File: config.mk
export PLATFORM = sky130hd
export DESIGN_NAME = fp_round_pack_32
export DESIGN_NICKNAME = d
export VERILOG_FILES = /design/src/rtl/fp_round_pack_32.sv
export SDC_FILE = /design/constraint.sdc
export NUM_CORES = 1
export LEC_CHECK = 0
export BUFFER_PORTS_ARGS = -buffer_cell sky130_fd_sc_hd__buf_2
export CAP_MARGIN = 5
export CORE_MARGIN = 1
export CORE_UTILIZATION = 48
export CTS_CLUSTER_SIZE = 20
export DETAILED_ROUTE_END_ITERATION = 8
export GPL_TIMING_DRIVEN = 0
export PLACE_DENSITY = 0.81
export SYNTH_ARGS = -nofsm -noshare
export SYNTH_HDL_FRONTEND = slang
export SYNTH_SLANG_ARGS = --single-unit
File: constraint.sdc
create_clock -name clk -period 2.02 [get_ports clk]
set_input_delay 0.404 -clock clk [delete_from_list [all_inputs] [get_ports clk]]
set_output_delay 0.404 -clock clk [all_outputs]
set_load 0.05 [all_outputs]
File: src/rtl/fp_round_pack_32.sv
// fp_round_pack_32: RNE rounding and IEEE-754 single packing, 2-stage valid/ready pipe.
// Build option FP_RP_FLAGS_EN adds the registered out_flags {ovf, unf, inexact, zero}.
module fp_round_pack_32 #(
   parameter int EXP_W = 8,
   parameter int MAN_W = 23
) (
   input  logic                 clk,
   input  logic                 rst,
   input  logic                 in_valid,
   output logic                 in_ready,
   input  logic                 in_sign,
   input  logic [MAN_W-1:0]     in_norm_m,
   input  logic [EXP_W:0]       in_norm_e,
   input  logic                 in_zero_sum,
   input  logic                 in_neg_e,
   input  logic                 in_fg,
   input  logic                 in_r,
   input  logic                 in_s,
   output logic                 out_valid,
   input  logic                 out_ready,
   output logic [EXP_W+MAN_W:0] out_result
`ifdef FP_RP_FLAGS_EN
   ,
   output logic [3:0]           out_flags
`endif
);

   localparam logic [EXP_W:0] E_MAX = {1'b0, {EXP_W{1'b1}}};

   logic               s1_valid;
   logic               s1_sign;
   logic               s1_zero;
   logic               s1_neg;
   logic [MAN_W-1:0]   s1_m;
   logic [EXP_W:0]     s1_e;
   logic               s2_free;
   logic               s1_load;
   logic               inc;
   logic [MAN_W:0]     m_rnd;
   logic [EXP_W:0]     e_rnd;
   logic [EXP_W+MAN_W:0] res;

   assign s2_free  = ~out_valid | out_ready;
   assign in_ready = ~s1_valid | s2_free;
   assign s1_load  = in_valid & in_ready;

   // Round half to even: a bare guard bit only rounds up when the LSB is odd.
   assign inc   = in_fg & (in_r | in_s | in_norm_m[0]);
   assign m_rnd = {1'b0, in_norm_m} + {{MAN_W{1'b0}}, inc};
   assign e_rnd = {1'b0, in_norm_e[EXP_W-1:0]} + {{EXP_W{1'b0}}, m_rnd[MAN_W]};

   always_ff @(posedge clk) begin
      if (rst) begin
         s1_valid <= 1'b0;
         s1_sign  <= 1'b0;
         s1_zero  <= 1'b0;
         s1_neg   <= 1'b0;
         s1_m     <= '0;
         s1_e     <= '0;
      end else begin
         if (s1_load) begin
            s1_valid <= 1'b1;
            s1_sign  <= in_sign;
            s1_zero  <= in_zero_sum;
            // a set exponent MSB also means the exponent went negative
            s1_neg   <= in_neg_e | in_norm_e[EXP_W];
            s1_m     <= m_rnd[MAN_W-1:0];
            s1_e     <= e_rnd;
         end else if (s2_free) begin
            s1_valid <= 1'b0;
         end
      end
   end

   always_comb begin
      res = {s1_sign, s1_e[EXP_W-1:0], s1_m};
      if (s1_zero || s1_neg || s1_e == '0) begin
         res = {s1_sign, {(EXP_W+MAN_W){1'b0}}};
      end else if (s1_e >= E_MAX) begin
         res = {s1_sign, {EXP_W{1'b1}}, {MAN_W{1'b0}}};
      end
   end

   always_ff @(posedge clk) begin
      if (rst) begin
         out_valid  <= 1'b0;
         out_result <= '0;
      end else begin
         if (s1_valid && s2_free) begin
            out_valid  <= 1'b1;
            out_result <= res;
         end else if (out_ready) begin
            out_valid  <= 1'b0;
         end
      end
   end

`ifdef FP_RP_FLAGS_EN
   logic       s1_inx;
   logic [3:0] flg;

   always_ff @(posedge clk) begin
      if (rst) begin
         s1_inx <= 1'b0;
      end else if (s1_load) begin
         s1_inx <= in_fg | in_r | in_s;
      end
   end

   always_comb begin
      flg = {2'b00, s1_inx, 1'b0};
      if (s1_zero) begin
         flg = 4'b0001;
      end else if (s1_neg || s1_e == '0) begin
         flg = {2'b01, s1_inx, 1'b1};
      end else if (s1_e >= E_MAX) begin
         flg = 4'b1010;
      end
   end

   always_ff @(posedge clk) begin
      if (rst) begin
         out_flags <= 4'b0000;
      end else if (s1_valid && s2_free) begin
         out_flags <= flg;
      end
   end
`endif

endmodule

=== Word-level counts from Yosys, hierarchy flattened ===
Cells that the tools add are included.

* $add $sub $neg: 2
* Mux-type cells: 6
* $lt $le $gt $ge: 1
* Reductions and logical operators: 6
* Bitwise gates (word level): 9

{| class="wikitable"
|+ Operators by type and width
! operator !! number
|-
| 2-to-1 mux 31 bit || 2
|-
| adder 23 x 1 -> 24 bit || 1
|-
| adder 8 x 1 -> 9 bit || 1
|-
| >= comparator 9 x 8 -> 1 bit (second input constant) || 1
|-
| zero test 9 bit || 1
|-
| OR 1 bit || 5
|-
| 2-to-1 mux 1 bit || 4
|-
| nonzero test 2 bit || 2
|-
| AND 1 bit || 2
|-
| logical OR 1 bit || 2
|-
| inverter 1 bit || 2
|-
| logical AND 1 bit || 1
|}

* Flip-flop bits (word level): 69
* Logic and storage cells: 32
* Output and inout bits: 34
* Input bits: 42

=== Logic depth before layout (Yosys ltp) ===
* Depth in word-level cells: 5
* Gate-level depth with buffers: 9
* Gate-level depth less buffers: 9

=== Least setup slack after synthesis ===
No wires, ideal clock.

* Path type: input to register
* From: input port in_norm_m[0]
* To: register s1_e[6]
* Setup time: 0.086 ns
* Setup slack: -0.046 ns
* Data required time: 1.934 ns
* Data arrival time: 1.981 ns
* Path buffers: 0
* Stages: 9
* Cell sequence: nand4_4 -> nor4_1 -> and3_1 -> ha_1 -> ha_1 -> nand3_1 -> nor2_1 -> xnor2_1 -> a211oi_1

* Longest elaborated chain between the ends: 4

{| class="wikitable"
|+ Ends and longest elaborated chain
! element !! RTL line !! RTL
|-
| from (decl) || 12 || <nowiki>input logic [MAN_W-1:0] in_norm_m,</nowiki>
|-
| OR 1 bit || 48 || <nowiki>assign inc = in_fg & (in_r | in_s | in_norm_m[0]);</nowiki>
|-
| AND 1 bit || 48 ||
|-
| adder 23 x 1 -> 24 bit * || 49 || <nowiki>assign m_rnd = {1'b0, in_norm_m} + {{MAN_W{1'b0}}, inc};</nowiki>
|-
| adder 8 x 1 -> 9 bit * || 50 || <nowiki>assign e_rnd = {1'b0, in_norm_e[EXP_W-1:0]} + {{EXP_W{1'b0}}, m_rnd[MAN_W]};</nowiki>
|-
| to (signal assigned) || 68 || <nowiki>s1_e <= e_rnd;</nowiki>
|-
| to (decl) || 35 || <nowiki>logic [EXP_W:0] s1_e;</nowiki>
|}

Mark *: on every way between the ends. The rest lies on a longest branch, timed or not.
A chain may end at the register's enable or synchronous reset.

=== Worst setup path after layout ===
* From: input port in_norm_m[0]
* To: register s1_m[20]

* Longest elaborated chain between the ends: 3

{| class="wikitable"
|+ Ends and longest elaborated chain
! element !! RTL line !! RTL
|-
| OR 1 bit || 48 ||
|-
| AND 1 bit || 48 ||
|-
| adder 23 x 1 -> 24 bit * || 49 ||
|-
| to (signal assigned) || 67 || <nowiki>s1_m <= m_rnd[MAN_W-1:0];</nowiki>
|-
| to (decl) || 34 || <nowiki>logic [MAN_W-1:0] s1_m;</nowiki>
|}

Marked as above.

==> impl_metrics.py <==
metrics = {
    "placement": {
        "hpwl_mm": 6.05,
        "gp_congestion": 0.870,
        "portBuffers": 74,
    },
    "setup_path": {
        "r2r_slack_ns": 0.30,
        "timing.rr.end": "out_result[6]",
        "cp-start-kind": "input port",
        "endpoint_kind": "flop",
        "path_class": "in -> reg",
        "critPathBufInv": 1,
        "worstPathCellList": "buf_4, and2_4, ha_4, nand4_1, or4_4, or3_1, a311oi_1",
        "critPathTopFamily": "simple AND/OR/NAND/NOR gates",
        "critPathLaunch": "in_norm_m[0]",
        "worstPathRequired_ns": 2.28,
        "slowest_delay_ns": 0.62,
        "r2r-start": "s1_valid",
        "r2r_cells": 5,
        "cp_data_arrival_time_ns": 2.20,
        "cp_max_fo": 7,
        "crit_slowest_cell": "or4_4",
    },
    "global_route": {
        "grt_busiest_layer": "met2",
        "grtUsageMet1_pct": 31.8,
        "use_met3_pct": 5.47,
        "grt_pass1_wl_mm": 12.9,
        "gr-usage-met2_pct": 36.4,
        "grt_max_degree": 13,
        "gr-total-overflow": 0,
        "grtUsageTotal_pct": 23.4,
        "grt_pass1_vias": 2766,
        "antenna_found_initial": 0,
    },
    "pwr": {
        "power.switching_w": 0.000823,
        "p_total_w": 0.00299,
        "swShare_pct": 27.5,
        "p_seq_share_pct": 49.3,
        "p_per_area_nw_per_um2": 767,
        "pwr-share-comb_pct": 13.8,
        "power.internal_w": 0.00217,
        "p_leak_nw": 1.49,
        "clkPwrFrac_pct": 37.0,
        "ir_worst_vdd_mv": 0.490,
    },
    "timing": {
        "setup_viol": 0,
        "relSlewSlack_pct": 62.2,
        "finalCritPeriodShare_pct": 96.2,
        "fin_worst_skew_ns": 0.00699,
        "layout_min_cycle_time_ns": 1.94,
        "worst_pin_slew_ns": 0.562,
        "hold_ws_ns": 0.303,
        "hold_viol": 0,
        "drv_slew": 0,
        "timing.fmax_mhz": 514,
    },
    "min_path": {
        "holdPathStages": 3,
        "hold_class": "in -> reg",
        "min_from": "in_zero_sum",
        "worstHoldEndpoint": "s1_zero",
    },
    "route": {
        "firstDrtPassIters": 6,
        "vias_per_cell": 5.61,
        "finalWirelength_mm": 8.19,
        "drc": 0,
        "drt_iter0_drc": 172,
        "ant_nets": 0,
        "wl_per_cell_um": 15.0,
        "vias": 3071,
    },
    "yosys": {
        "synth_compound_area_share_pct": 17.2,
        "muxShareOfSynthArea_pct": 0,
        "async_flop_share_pct": 0,
        "yosysWarnings": 0,
        "avgSynthCellArea_um2": 8.33,
        "synth_fa_ha_area_share_pct": 1.20,
        "syn_inst": 377,
        "synth_xor_area_share_pct": 5.30,
        "synth_edf_count": 0,
        "synth_ff_type": "dfxtp_1",
        "synth_area_um2": 3140,
        "synth_top_area_share_pct": 44.0,
        "yosysTopAreaCell": "dfxtp_1",
        "ys_top_cells_by_area": "dfxtp_1, a21oi_1, nand2_1",
        "synth_top_family_by_area": "simple AND/OR/NAND/NOR gates",
        "ys_seq_area_share_pct": 44.0,
        "yosysMostFrequentCell": "dfxtp_1",
        "ys_top_cells_by_count": "dfxtp_1, nand2_1, a21oi_1",
        "yosysUniqueCellTypes": 34,
        "synthSimpleGateAreaFrac_pct": 27.2,
        "ys_seq_elements": 69,
        "syn_nets": 422,
    },
    "layout": {
        "fillers": 563,
        "multiInputGateArea_um2": 1660,
        "drive_gt1_share_pct": 23.8,
        "n_antenna_cell": 0,
        "fin_nets": 510,
        "syn_to_final_growth_pct": 24.0,
        "seqCellArea_um2": 1380,
    },
    "die": {
        "rows": 29,
        "die_y_um": 82.9,
        "io_pins": 76,
        "core_area_um2": 6350,
        "dieWidth_um": 82.9,
        "start_util_pct": 49.5,
        "dieArea_um2": 6870,
    },
    "clock_tree": {
        "clockRootBuffer": "clkbuf_8",
        "cts-buffers-inserted": 9,
        "cts_tree": "yes",
        "cts_sinks": 69,
        "insertion_delay_ns": 0.34,
        "hold_buffers": 0,
        "htree_levels": 3,
        "clk_pin_slew_ns": 0.07,
        "clock_path_buffers": 2,
    },
    "run": {
        "drv_cap": 0,
    },
    "outcome": {
        "status": "complete, no violations",
    },
}
-- power by group through the flow --
stage | logic, W | registers, W | clock network [W]
after floorplan | 0.000200 | 0.00154 | 0
after global placement | 0.000382 | 0.00150 | 0
after detailed placement | 0.000393 | 0.00150 | 0
after CTS | 0.000395 | 0.00147 | 0.00112
after global routing | 0.000446 | 0.00148 | 0.00119
final | 0.000411 | 0.00147 | 0.00111
-- worst min-delay path: stages --
cell and delay [ns]:
buf_2 0.10, nand2_1 0.05, a21oi_1 0.05
-- stage by stage --
stage                     cells  cell area, um2  TNS [ns]  utilization [%]  worst slack (ns)
after floorplan             377            3150         0                -            0.0138
after global placement      528            3610     -2.83             56.9            -0.413
after detailed placement    528            3610     -3.27             56.9            -0.413
after CTS                   544            3820         0             60.2           0.00774
after global routing        547            3890   -0.0210             61.3           -0.0210
final                       547            3890         0             61.3            0.0760
-- what timing repair did --
item,CTS,global route
pin swaps,0,8
gates resized for setup,1,11
endpoints found under the setup margin,2,13
setup buffers,0,3
-- worst max-delay path by stage --
stage / endpoint / slack [ns] / cells past startpoint
after floorplan: s1_e[6] / 0.01 / 9
after global placement: s1_e[6] / -0.41 / 10
after detailed placement: s1_e[6] / -0.41 / 10
after CTS: s1_e[6] / 0.008 / 10
after global routing: s1_e[6] / -0.02 / 10
final: s1_m[20] / 0.08 / 7
-- state kept, by name, summed over array words and instances, names as in the netlist --
| name | count |
|---|---|
| s1_zero | 1 |
| s1_e | 9 |
| out_valid | 1 |
| out_result | 32 |
| s1_neg | 1 |
| s1_valid | 1 |
| s1_sign | 1 |
| s1_m | 23 |
-- cells in the final DEF, fill, tap and decap left out, types with 2 or more instances in the layout --
cell and instances:
clkinv_2 3, clkbuf_1 21, xor2_1 4, o211ai_1 5, dfxtp_1 69, nor2_1 35, ha_1 2, nand2_1 54
clkinv_4 2, and4_1 3, a21oi_1 41, or3_1 3, nand4_1 31, nand4_4 2, buf_2 73, o31ai_1 4
nand3_1 10, a311oi_1 7, buf_4 5, a211oi_1 19, o21ai_0 3, clkbuf_8 14, nor4_1 4, xnor2_1 15
inv_1 6, nor3_1 6, o21ai_1 4, nand2b_1 2, or4_1 3, nand3b_1 3
-- cells by family (layout without fill, tap and decap cells) --
kind of cell,Yosys count,after routing
AND/OR/NAND/NOR,168,168
adder cells (fa/ha/maj),3,3
buffers and inverters,32,125
flip-flops,69,69
AO/OA/AOI/OAI,86,86
XOR/XNOR,19,19
-- per-layer routing --
| metal | wire length [um] | part of all wire, % | up-vias |
|---|---|---|---|
| met5 | 0 | 0 | - |
| met4 | 143 | 1.7 | 0 |
| met3 | 455 | 5.6 | 13 |
| met2 | 3880 | 47 | 105 |
| met1 | 3720 | 45 | 1406 |
| li1 | - | - | 1547 |
-- final cells by class --
cell class,count,area share (%)
well taps,77,2.47
multi-input cells,276,42.6
clock buffers,10,3.53
inverters,6,0.578
repair buffers,77,10.2
flip-flops and latches,69,35.5
clock inverters,6,1.61
plain buffers,26,3.57
Note: power is estimated with default switching activity, not from simulation.
